==> src/rtl/bp_pkg.sv <==
// Shared constants and types for the branch target buffer.
// The 2-bit direction counter encoding is common to the table and the counter sub-module.
package bp_pkg;

  localparam int unsigned BP_CNT_W  = 2;
  localparam int unsigned BP_ADDR_W = 32;

  localparam logic [BP_CNT_W-1:0] BP_SNT = 2'b00;
  localparam logic [BP_CNT_W-1:0] BP_WNT = 2'b01;
  localparam logic [BP_CNT_W-1:0] BP_WT  = 2'b10;
  localparam logic [BP_CNT_W-1:0] BP_ST  = 2'b11;

  // Default-width table entry; the top re-declares it at its own ADDR_W.
  typedef struct packed {
    logic                 valid;
    logic [BP_ADDR_W-1:0] tag;
    logic [BP_ADDR_W-1:0] target;
    logic [BP_CNT_W-1:0]  cnt;
  } bp_entry_t;

endpackage

==> src/rtl/bp_sat_counter.sv <==
// Next-state logic for a 2-bit saturating taken/not-taken counter.
module bp_sat_counter
  import bp_pkg::*;
(
  input  logic [BP_CNT_W-1:0] cnt,
  input  logic                taken,
  output logic [BP_CNT_W-1:0] cnt_next
);

  always_comb begin
    cnt_next = cnt;
    if (taken) begin
      if (cnt != BP_ST) cnt_next = cnt + BP_CNT_W'(1);
    end else begin
      if (cnt != BP_SNT) cnt_next = cnt - BP_CNT_W'(1);
    end
  end

endmodule

==> src/rtl/bp_btb.sv <==
// Fully associative branch target buffer with round-robin allocation and
// per-entry 2-bit direction counters; prediction is combinational from f_pc.
module bp_btb
  import bp_pkg::*;
#(
  parameter int unsigned          ENTRIES  = 4,
  parameter int unsigned          ADDR_W   = 32,
  parameter logic [BP_CNT_W-1:0]  CNT_INIT = BP_WNT
) (
  input  logic              clk,
  input  logic              rst_n,
  input  logic [ADDR_W-1:0] f_pc,
  output logic [ADDR_W-1:0] f_predict_addr,
  output logic              f_predict_valid,
  input  logic              d_is_branch,
  input  logic [ADDR_W-1:0] d_pc,
  input  logic [ADDR_W-1:0] d_target,
  input  logic              x_valid,
  input  logic [ADDR_W-1:0] x_pc,
  input  logic              x_taken,
  input  logic [ADDR_W-1:0] x_target
);

  localparam int unsigned IDX_W = (ENTRIES > 1) ? $clog2(ENTRIES) : 1;

  typedef struct packed {
    logic                valid;
    logic [ADDR_W-1:0]   tag;
    logic [ADDR_W-1:0]   target;
    logic [BP_CNT_W-1:0] cnt;
  } entry_t;

  entry_t              tbl_q [ENTRIES];
  entry_t              tbl_d [ENTRIES];
  logic [IDX_W-1:0]    rr_q;
  logic [IDX_W-1:0]    rr_d;

  logic [ENTRIES-1:0]  f_hit;
  logic [ENTRIES-1:0]  d_hit;
  logic [ENTRIES-1:0]  x_hit;
  logic [IDX_W-1:0]    f_idx;
  logic [IDX_W-1:0]    x_idx;
  logic                alloc;
  logic                train;
  logic [BP_CNT_W-1:0] x_cnt_next;

  // Three parallel tag comparator banks, all against pre-edge state.
  always_comb begin
    for (int unsigned i = 0; i < ENTRIES; i++) begin
      f_hit[i] = tbl_q[i].valid && (tbl_q[i].tag == f_pc);
      d_hit[i] = tbl_q[i].valid && (tbl_q[i].tag == d_pc);
      x_hit[i] = tbl_q[i].valid && (tbl_q[i].tag == x_pc);
    end
  end

  // Lowest matching index wins; the descending scan leaves it last.
  always_comb begin
    f_idx = '0;
    x_idx = '0;
    for (int i = int'(ENTRIES) - 1; i >= 0; i--) begin
      if (f_hit[i]) f_idx = IDX_W'(i);
      if (x_hit[i]) x_idx = IDX_W'(i);
    end
  end

  always_comb begin
    f_predict_valid = 1'b0;
    f_predict_addr  = '0;
    if ((|f_hit) && tbl_q[f_idx].cnt[1]) begin
      f_predict_valid = 1'b1;
      f_predict_addr  = tbl_q[f_idx].target;
    end
  end

  assign alloc = d_is_branch && !(|d_hit);
  assign train = x_valid && (|x_hit);

  bp_sat_counter u_sat_counter (
    .cnt      (tbl_q[x_idx].cnt),
    .taken    (x_taken),
    .cnt_next (x_cnt_next)
  );

  // Train first, then allocate, so an allocation onto the trained entry wins.
  always_comb begin
    for (int unsigned i = 0; i < ENTRIES; i++) begin
      tbl_d[i] = tbl_q[i];
    end
    rr_d = rr_q;
    if (train) begin
      tbl_d[x_idx].cnt = x_cnt_next;
      if (x_taken) tbl_d[x_idx].target = x_target;
    end
    if (alloc) begin
      tbl_d[rr_q].valid  = 1'b1;
      tbl_d[rr_q].tag    = d_pc;
      tbl_d[rr_q].target = d_target;
      tbl_d[rr_q].cnt    = CNT_INIT;
      rr_d               = rr_q + IDX_W'(1);
    end
  end

  always_ff @(posedge clk) begin
    if (!rst_n) begin
      for (int unsigned i = 0; i < ENTRIES; i++) begin
        tbl_q[i].valid <= 1'b0;
      end
      rr_q <= '0;
    end else begin
      for (int unsigned i = 0; i < ENTRIES; i++) begin
        tbl_q[i] <= tbl_d[i];
      end
      rr_q <= rr_d;
    end
  end

endmodule
==> config.mk <==
export PLATFORM = sky130hd
export DESIGN_NAME = bp_btb
export DESIGN_NICKNAME = d
export VERILOG_FILES = /design/src/rtl/bp_pkg.sv /design/src/rtl/bp_sat_counter.sv /design/src/rtl/bp_btb.sv
export SDC_FILE = /design/constraint.sdc
export NUM_CORES = 1
export LEC_CHECK = 0
export ABC_AREA = 1
export CAP_MARGIN = 25
export CORE_AREA = 2 2 269 271
export DETAILED_ROUTE_END_ITERATION = 10
export DIE_AREA = 0 0 271 273
export PLACE_DENSITY = 0.43
export SLEW_MARGIN = 20
export SYNTH_ARGS = -nofsm -noshare
export SYNTH_HDL_FRONTEND = slang
export SYNTH_SLANG_ARGS = --single-unit
==> constraint.sdc <==
create_clock -name clk -period 12.8 [get_ports clk]
set_input_delay 3.84 -clock clk [delete_from_list [all_inputs] [get_ports clk]]
set_output_delay 3.84 -clock clk [all_outputs]
set_load 0.1 [all_outputs]
==> results by group <==
Floorplanning
  • Die area: 73980 µm²
  • Initial Util: between 20 and 30%
  • Die X: 271 µm
  • Chip height: 273 µm
  • Io pins: 198
  • Core region area: slightly above 70000 µm²
  • Row count: 98

Timing
  • Clk_skew: about 18 ps
  • Post-layout minimum cycle time: between 10000 and 15000 ps
  • Max-slew violations: 0
  • F_max: between 80 and 90 MHz
  • Least-Margin Pin Slew: between 900 and 1000 ps
  • Fin crit share: between 90% and 100%
  • Slew HR: between 30% and 40%
  • Final setup TNS: 0 ps
  • Hold violation total from the final report: 0
  • Endpoints failing setup: 0
  • RSZ-0062 raised after global routing: false

Clock tree
  • PostCTS Resize Cnt: 0
  • CTS Buffer Depth: 3
  • CTS root buf: clkbuf_16
  • Reg clk slew, reported paths: around 50 ps
  • TritonCTS clock tree: done
  • CTS Hold Bufs: 0
  • H-tree depth: 2
  • Sink Count: 270
  • Setup bufs post-CTS: 0
  • Clock Latency Late Sink: about 580 ps
  • Total CTS buffers: 37

Final layout
  • Final instance count without filler cells: 4199
  • Layout Nets: between 3000 and 4000
  • Layout cells sized above 1: under 10%
  • Synth-to-Final Area Change: 20.70%
  • Multi-input logic area: between 10000 and 15000 µm²
  • Reg area: about 8000 µm²
  • Fillers: ~7700
  • Final core utilization: between 30 and 40%

Route
  • # DRC: 0
  • Drt initial violations: ~2700
  • Post-route ant nets: 0
  • Vias: approximately 23000
  • Routed WL per cell: 29.82 µm
  • Avg Vias per Cell: about 5.5
  • Routed wire length: around 130 mm
  • DRT Pass-1 Iters: 6

Global route
  • GRT busiest layer: met1
  • Met1 GRT Util: between 40% and 50%
  • M3 GR Usage: between 5 and 6%
  • Largest net degree at the start of global routing: 65
  • Met2 Resource Use GR: approximately half
  • Overflow after GRT: 0
  • Vias in the first global route: between 20000 and 25000
  • First-pass GRT wire length: approximately 170 mm
  • GRT Resource Usage Total: about a third
  • Antenna violations before repair: 6

Placement
  • HPWL Detailed: ~100 mm
  • Input/output buffers: roughly 200
  • GP Congestion: between 1 and 1.5
  • Placed cells: 4132

Yosys
  • Cells after Synth: 3063
  • Syn_nets: between 3000 and 4000
  • Ys flop type: edfxtp_1
  • Sequential element share of the synthesized area: 38.22%
  • FF+latch count, synth: 270
  • Synth Cell Area: around 21000 µm²
  • Mean Syn Cell Area: 6.899 µm²
  • Post-synth EDFFs: 267
  • Ys async rst share: 0%
  • Synth warnings: 0
  • Yosys cell types: 45

Setup path
  • Crit end category: output pin
  • Arrival @ worst endpoint: between 8000 and 9000 ps
  • Max FO, Critical Path: 33
  • CP Data Required Time: 8960 ps
  • CP startpoint kind: primary input
  • Crit Path Class: primary input to output pin

Status
  • Status: finished, final reports clean

Power
  • Static leakage: 11.66 nW
  • Power, Total: 2.665 mW
  • Peak supply drop: roughly 100 µV
  • PwrDens: around 100 nW/µm²

Hold path
  • Hold/Removal Path Class: flop to flop

Flow run
  • Max-Cap Viols: 0
==> stage by stage <==
| stage | area, µm² | setup WS (ps) | hold slack [ps] |
|---|---|---|---|
| 2_1_floorplan | 21130 | 2344 | 499.4 |
| 3_3_place_gp | 24240 | 705.4 | 513.5 |
| 3_5_place_dp | 24260 | 682.3 | 520.7 |
| 4_1_cts | 25500 | 659.7 | 528.3 |
| 5_1_grt | 25500 | 539.4 | 575.9 |
| 6_report | 25510 | 661.2 | 525.6 |
==> registers in the layout, indices dropped and copies added (netlist names) <==
signal / count
rr_q: 2
tbl_q: 268
==> worst max-delay path: stages <==
cell and delay [ps]:
clkdlybuf4s50_1 570, inv_1 110, nand2_1 160, nand4_1 260
nor3_1 560, nand4_1 370, nor2_1 190, nand2_1 100
nand2_1 80, nand2_2 120, nand2_2 380, nand2_1 110
nand3_1 110, nand3_2 590, nor2_1 480, buf_12 220
==> layout make-up <==
class | instances | area share [%]
multi-input cells | 2249 | 42.47
flip-flops and latches | 270 | 31.67
repair buffers | 226 | 9.874
inverters | 437 | 6.431
well taps | 950 | 4.660
clock buffers | 42 | 3.704
clock inverters | 24 | 1.187
diodes | 1 | 0.009811
==> cell families after synthesis <==
family | synth area share (%)
AOI/OAI and AO/OA | 9.023
xor gates and xnor gates | 4.269
adders and majority gates | 0.2368
buffers and inverters | 10.82
DFF | 38.22
and+or+nand+nor | 37.43
==> worst paths after layout <==
path,startpoint,endpoint,cells past startpoint,slack [ps]
setup / recovery,f_pc[9],f_predict_addr[26],16,660
hold / removal,rr_q[1],rr_q[1],2,530
setup reg to reg,tbl_q[2][54],tbl_q[2][16],12,8040
hold reg to reg,rr_q[1],rr_q[1],2,530
==> where the power goes <==
part / internal, mW / switching, mW
clock network: 0.657 / 0.451
registers: 1.03 / 0.0304
logic: 0.155 / 0.340
total: 1.84 / 0.821
==> cell usage after synthesis (11+ instances only) <==
| master | count | share of area [%] |
|---|---|---|
| nand3_1 | 236 | 5.6 |
| xor2_1 | 53 | 2.2 |
| o211ai_2 | 32 | 1.9 |
| o211ai_1 | 66 | 2.3 |
| clkbuf_1 | 29 | 0.52 |
| inv_1 | 417 | 7.4 |
| nor2_1 | 310 | 5.5 |
| buf_2 | 48 | 1.1 |
| nand2_2 | 32 | 0.95 |
| nand4_1 | 81 | 2.4 |
| inv_2 | 18 | 0.32 |
| nor3_1 | 39 | 0.92 |
| xnor2_1 | 50 | 2.1 |
| edfxtp_1 | 267 | 38 |
| o22ai_1 | 52 | 1.5 |
| nand2_1 | 1099 | 20 |
| nor4_1 | 24 | 0.71 |
| a21oi_1 | 21 | 0.50 |
| nand3b_1 | 11 | 0.39 |
| o21ai_0 | 76 | 1.8 |
| buf_6 | 23 | 1.2 |
==> cells in the final DEF (no fill, tap or decap), types with 7 or more instances in the layout <==
cell type,Yosys,routed
nor4_1,24,24
nand4_1,81,81
nor2_1,310,306
o211ai_1,66,66
o22ai_1,52,52
a21oi_1,21,21
edfxtp_1,267,267
buf_4,0,28
buf_12,0,33
o2111ai_1,7,7
clkdlybuf4s50_1,0,163
o21ai_0,76,76
o211ai_2,32,32
nand3_1,236,232
or2_2,9,9
xor2_1,53,53
nand2_2,32,34
nor3_1,39,39
inv_1,417,415
xnor2_1,50,50
o21ai_1,10,10
clkinv_1,2,7
nand2_1,1099,1097
nand3b_1,11,11
inv_2,18,21
clkbuf_16,0,37
==> routing by layer <==
metal  wire length, µm  vias up
met5                32        -
met4              4194        6
met3              9450      147
met2             51890     1138
li1                  -    10290
met1             59660    11360
(Power assumes the default switching activity.)
